==> src/rtl/triangule_area_pkg.sv <==
// rtl/triangule_area_pkg.sv - shared widths and FSM state encoding for triangule_area
package triangule_area_pkg;

   localparam int COORD_W = 11;
   localparam int AREA_W  = 24;

   typedef enum logic [2:0] {
      LOAD = 3'd0,
      DIFF = 3'd1,
      MUL  = 3'd2,
      SUM  = 3'd3,
      DONE = 3'd4
   } state_t;

endpackage

==> src/rtl/triangule_area.sv <==
// rtl/triangule_area.sv - doubled triangle area |x1(y2-y3)+x2(y3-y1)+x3(y1-y2)| over a fixed 5-state schedule
module triangule_area #(
   parameter int COORD_W = triangule_area_pkg::COORD_W,
   parameter int AREA_W  = triangule_area_pkg::AREA_W
) (
   input  logic                      clk,
   input  logic                      rst,
   input  logic signed [COORD_W-1:0] a1x,
   input  logic signed [COORD_W-1:0] a1y,
   input  logic signed [COORD_W-1:0] a2x,
   input  logic signed [COORD_W-1:0] a2y,
   input  logic signed [COORD_W-1:0] a3x,
   input  logic signed [COORD_W-1:0] a3y,
   output logic signed [AREA_W-1:0]  area,
   output logic                      write
);
   import triangule_area_pkg::*;

   localparam int DW = COORD_W + 1;
   localparam int PW = 2 * COORD_W + 1;
   localparam int SW = AREA_W + 1;

   state_t state_q, state_d;

   logic signed [COORD_W-1:0] x1_q, y1_q, x2_q, y2_q, x3_q, y3_q;
   logic signed [COORD_W-1:0] x1_d, y1_d, x2_d, y2_d, x3_d, y3_d;
   logic signed [DW-1:0]      d0_q, d1_q, d2_q, d0_d, d1_d, d2_d;
   logic signed [PW-1:0]      p0_q, p1_q, p2_q, p0_d, p1_d, p2_d;
   logic signed [AREA_W-1:0]  area_q, area_d;
   logic signed [SW-1:0]      sum_v, abs_v;

   always_comb begin
      state_d = LOAD;
      case (state_q)
         LOAD:    state_d = DIFF;
         DIFF:    state_d = MUL;
         MUL:     state_d = SUM;
         SUM:     state_d = DONE;
         DONE:    state_d = LOAD;
         default: state_d = LOAD;
      endcase
   end

   // Each stage register only loads on the edge leaving its own state, so
   // input changes outside LOAD never reach the result in flight.
   always_comb begin
      x1_d = x1_q;
      y1_d = y1_q;
      x2_d = x2_q;
      y2_d = y2_q;
      x3_d = x3_q;
      y3_d = y3_q;
      if (state_q == LOAD) begin
         x1_d = a1x;
         y1_d = a1y;
         x2_d = a2x;
         y2_d = a2y;
         x3_d = a3x;
         y3_d = a3y;
      end
   end

   always_comb begin
      d0_d = d0_q;
      d1_d = d1_q;
      d2_d = d2_q;
      if (state_q == DIFF) begin
         d0_d = DW'(y2_q) - DW'(y3_q);
         d1_d = DW'(y3_q) - DW'(y1_q);
         d2_d = DW'(y1_q) - DW'(y2_q);
      end
   end

   always_comb begin
      p0_d = p0_q;
      p1_d = p1_q;
      p2_d = p2_q;
      if (state_q == MUL) begin
         p0_d = PW'(x1_q) * PW'(d0_q);
         p1_d = PW'(x2_q) * PW'(d1_q);
         p2_d = PW'(x3_q) * PW'(d2_q);
      end
   end

   always_comb begin
      sum_v  = SW'(p0_q) + SW'(p1_q) + SW'(p2_q);
      abs_v  = sum_v[SW-1] ? -sum_v : sum_v;
      area_d = area_q;
      if (state_q == SUM) begin
         area_d = AREA_W'(abs_v);
      end
   end

   always_ff @(posedge clk or posedge rst) begin
      if (rst) begin
         state_q <= LOAD;
         x1_q    <= '0;
         y1_q    <= '0;
         x2_q    <= '0;
         y2_q    <= '0;
         x3_q    <= '0;
         y3_q    <= '0;
         d0_q    <= '0;
         d1_q    <= '0;
         d2_q    <= '0;
         p0_q    <= '0;
         p1_q    <= '0;
         p2_q    <= '0;
         area_q  <= '0;
      end else begin
         state_q <= state_d;
         x1_q    <= x1_d;
         y1_q    <= y1_d;
         x2_q    <= x2_d;
         y2_q    <= y2_d;
         x3_q    <= x3_d;
         y3_q    <= y3_d;
         d0_q    <= d0_d;
         d1_q    <= d1_d;
         d2_q    <= d2_d;
         p0_q    <= p0_d;
         p1_q    <= p1_d;
         p2_q    <= p2_d;
         area_q  <= area_d;
      end
   end

   assign area  = area_q;
   assign write = (state_q == DONE);

endmodule

==> config.mk <==
export PLATFORM = sky130hd
export DESIGN_NAME = triangule_area
export DESIGN_NICKNAME = d
export VERILOG_FILES = /design/src/rtl/triangule_area_pkg.sv /design/src/rtl/triangule_area.sv
export SDC_FILE = /design/constraint.sdc
export NUM_CORES = 2
export LEC_CHECK = 0
export ABC_AREA = 1
export BUFFER_PORTS_ARGS = -buffer_cell sky130_fd_sc_hd__clkbuf_2
export CAP_MARGIN = 30
export CORE_MARGIN = 10
export CORE_UTILIZATION = 55
export DETAILED_ROUTE_END_ITERATION = 8
export PLACE_DENSITY = 0.72
export SLEW_MARGIN = 30
export SYNTH_ARGS = -nofsm -noshare
export SYNTH_HDL_FRONTEND = slang
export SYNTH_SLANG_ARGS = --single-unit
==> constraint.sdc <==
create_clock -name clk -period 6.9 [get_ports clk]
set_input_delay 0.69 -clock clk [delete_from_list [all_inputs] [get_ports clk]]
set_output_delay 0.69 -clock clk [all_outputs]
set_load 0.1 [all_outputs]
==> flow_summary.yaml <==
global_route:
  grt_max_degree: 124
  first_global_vias: 21800
  grt_first_pass_wirelength_mm: 111
  antenna_found_initial: 0
  overflow: 0
  grt_usage_pct: 23.5
clock_tree:
  tritoncts: "built"
  clock-sinks: 198
  cts.clk_slew.worst_paths_ns: 0.09
  post-cts-setup-buffer-count: 0
  cts_hold_buffers: 0
  cts_root_buffer: "clkbuf_16"
  cts_buffer_depth: 2
  cts-resized-gates: 0
  cts_made_buffers: 17
  insertion_delay_ns: 0.51
  htreeDepth: 4
sta:
  min_period_over_period_pct: 79.8
  slew_headroom_pct: 42.3
  slew_violations: 0
  fmax_ghz: 0.182
  layout_min_cycle_time_ns: 5.50
  worst_pin_slew_ns: 0.866
  setup_tns_ns: 0
  fin_ws_ns: 1.40
  hold_viol_final: 0
  rsz0062_at_grt: "false"
  setup_viol: 0
  clock-skew-final_ns: 0.0213
final_layout:
  nets: 4113
  post_route_cells_drive_above_1_share_pct: 6.96
  multi_input_area_um2: 18600
  nFillCells: 4614
  layout_common_cells: "875 x nand2_1, 833 x inv_1, 405 x fa_1, 204 x ha_1, 198 x dfrtp_1"
  diodes: 0
  regArea_um2: 4950
  final_common_cell: "nand2_1"
  finalNonFillerCells: 4113
  synthToLayoutAreaGrowth_pct: 5.79
floorplanning:
  dieArea_um2: 58600
  fp.dieH_um: 242
  core_um2: 48800
  start_util_pct: 55.5
  rows: 81
  die_w_um: 242
  io_pins: 93
critical_path:
  critPathLaunchType: "flip-flop"
  path_cells: "nand2_1 > fa_1 > fa_1 > fa_1 > inv_1 > fa_1 > inv_1 > fa_1 > inv_1 > ha_1 > a21oi_1 > o21ai_0 > nand2_1 > o211ai_1 > a31oi_1 > o21ai_0 > xnor2_1 > o21ai_0"
  cp_slowest_stage_delay_ns: 0.66
  worst_ep_arrival_time_ns: 5.85
  end_kind: "flip-flop"
  required_ns: 7.25
  cpMostUsedCell: "fa_1"
  critPathBufInv: 3
  crit_family: "adder cells"
  path_max_fanout: 13
  crit_slowest_cell: "dfrtp_1"
  worstSetupPathType: "reg2reg"
logic_synthesis:
  async_flop_share_pct: 100
  syn-num-nets: 4102
  synth_cell_types: 48
  dominantRegCellSynth: "dfrtp_1"
  ys_seq_area_share_pct: 18.3
  netlist_area_um2: 27100
  syn_area_per_cell_um2: 7.92
  syn_inst: 3425
  synth_edf_count: 0
  yosys_register_bits: 198
  yosysWarnings: 0
place:
  post-place-cells: 4081
  port-buffer-count: 92
  dp_hpwl_mm: 55.1
  place_ws_ns: 1.46
  finalWeightedCongestion: 0.931
drt:
  drc: 0
  final_antenna_net_count: 0
  vias: 21300
  wire_per_inst_um: 16.3
  drt_iter0_drc: 1353
  vias_per_cell: 5.18
  drt_wl_total_mm: 66.9
  drt-pass1-iter-count: 6
worst_hold_path:
  min_path_type: "in2async"
status:
  outcome: "finished, final reports clean"
flow_run:
  maxCapViolCount: 0
[cell usage after synthesis, types with 6 or more instances]
cell type | count | area share [%]
nand2_1 | 876 | 12
inv_1 | 836 | 12
fa_1 | 405 | 30
ha_1 | 204 | 9.4
dfrtp_1 | 198 | 18
nor2_1 | 150 | 2.1
a21oi_1 | 137 | 2.5
o21ai_0 | 122 | 2.3
clkbuf_1 | 103 | 1.4
nand3_1 | 93 | 1.7
xor2_1 | 38 | 1.2
mux2_2 | 33 | 1.4
xnor2_1 | 28 | 0.90
nand4_1 | 27 | 0.62
nor3_1 | 21 | 0.39
nand2_2 | 20 | 0.46
o31ai_1 | 19 | 0.53
or2_2 | 19 | 0.44
nand3b_1 | 13 | 0.36
a31oi_1 | 9 | 0.21
a21boi_0 | 8 | 0.22
nor2_2 | 7 | 0.16
a21o_1 | 6 | 0.17
o211ai_1 | 6 | 0.17
[state kept, by name, indices dropped and copies added, names as in the netlist]
register / count
x2_q: 11
y1_q: 11
state_q: 3
p1_q: 23
p0_q: 23
d2_q: 12
p2_q: 23
d0_q: 12
x3_q: 11
y2_q: 11
area: 24
y3_q: 11
x1_q: 11
d1_q: 12
[area by class of cell]
class,count,share of cell area [%]
flip-flops and latches,198,17.3
multi-input cells,2277,64.8
clock buffers,17,1.48
inverters,841,11.0
clock inverters,15,0.628
well taps,664,2.90
repair buffers,101,1.87
[routing by layer]
layer,routed length (um),vias to the layer above,GRT usage [%]
met5,0,-,0
met4,1390,0,6.42
met3,3660,85,3.38
met2,33700,557,41.0
met1,28200,10400,30.0
li1,-,10300,-
[metrics by stage]
step | hold slack, ns | cell area, um2 | util [%]
floorplan | 0.462 | 27100 | -
global placement | 0.463 | 28100 | 57.5
detailed placement | 0.466 | 28100 | 57.5
CTS | 0.375 | 28700 | 58.7
global route | 0.347 | 28700 | 58.7
finish | 0.292 | 28700 | 58.7
[worst register-to-register path, cell delays in order (launching register included)]
cell and delay (ns):
dfrtp_1 0.66, nand2_1 0.16, fa_1 0.58, fa_1 0.45, fa_1 0.56, inv_1 0.05
fa_1 0.47, inv_1 0.05, fa_1 0.48, inv_1 0.05, ha_1 0.32, a21oi_1 0.15
o21ai_0 0.14, nand2_1 0.09, o211ai_1 0.11, a31oi_1 0.35, o21ai_0 0.18, xnor2_1 0.34
o21ai_0 0.15
[kinds of logic after synthesis]
logic type | share of synthesized area (%)
adder cells (fa/ha/maj) | 39.3
flip-flops | 18.3
AO/OA/AOI/OAI | 6.50
AND/OR/NAND/NOR | 19.1
buffers and inverters | 13.2
multiplexers | 1.37
XOR/XNOR | 2.19
[path summary, 6_finish.rpt]
path	depth (start not counted)	startpoint	end	slack (ns)
worst min-delay path	2	rst	x1_q[10]	0.29
max in group asynchronous	3	rst	x3_q[6]	5.46
min in group clk	2	a3x[9]	x3_q[9]	0.40
worst min register to register	2	area[21]	area[21]	0.48
worst max-delay path	18	x1_q[2]	p0_q[16]	1.40
worst max register to register	18	x1_q[2]	p0_q[16]	1.40
Power is not shown: default switching activity piles up to over one toggle a cycle in this logic, so the estimate is an artifact.
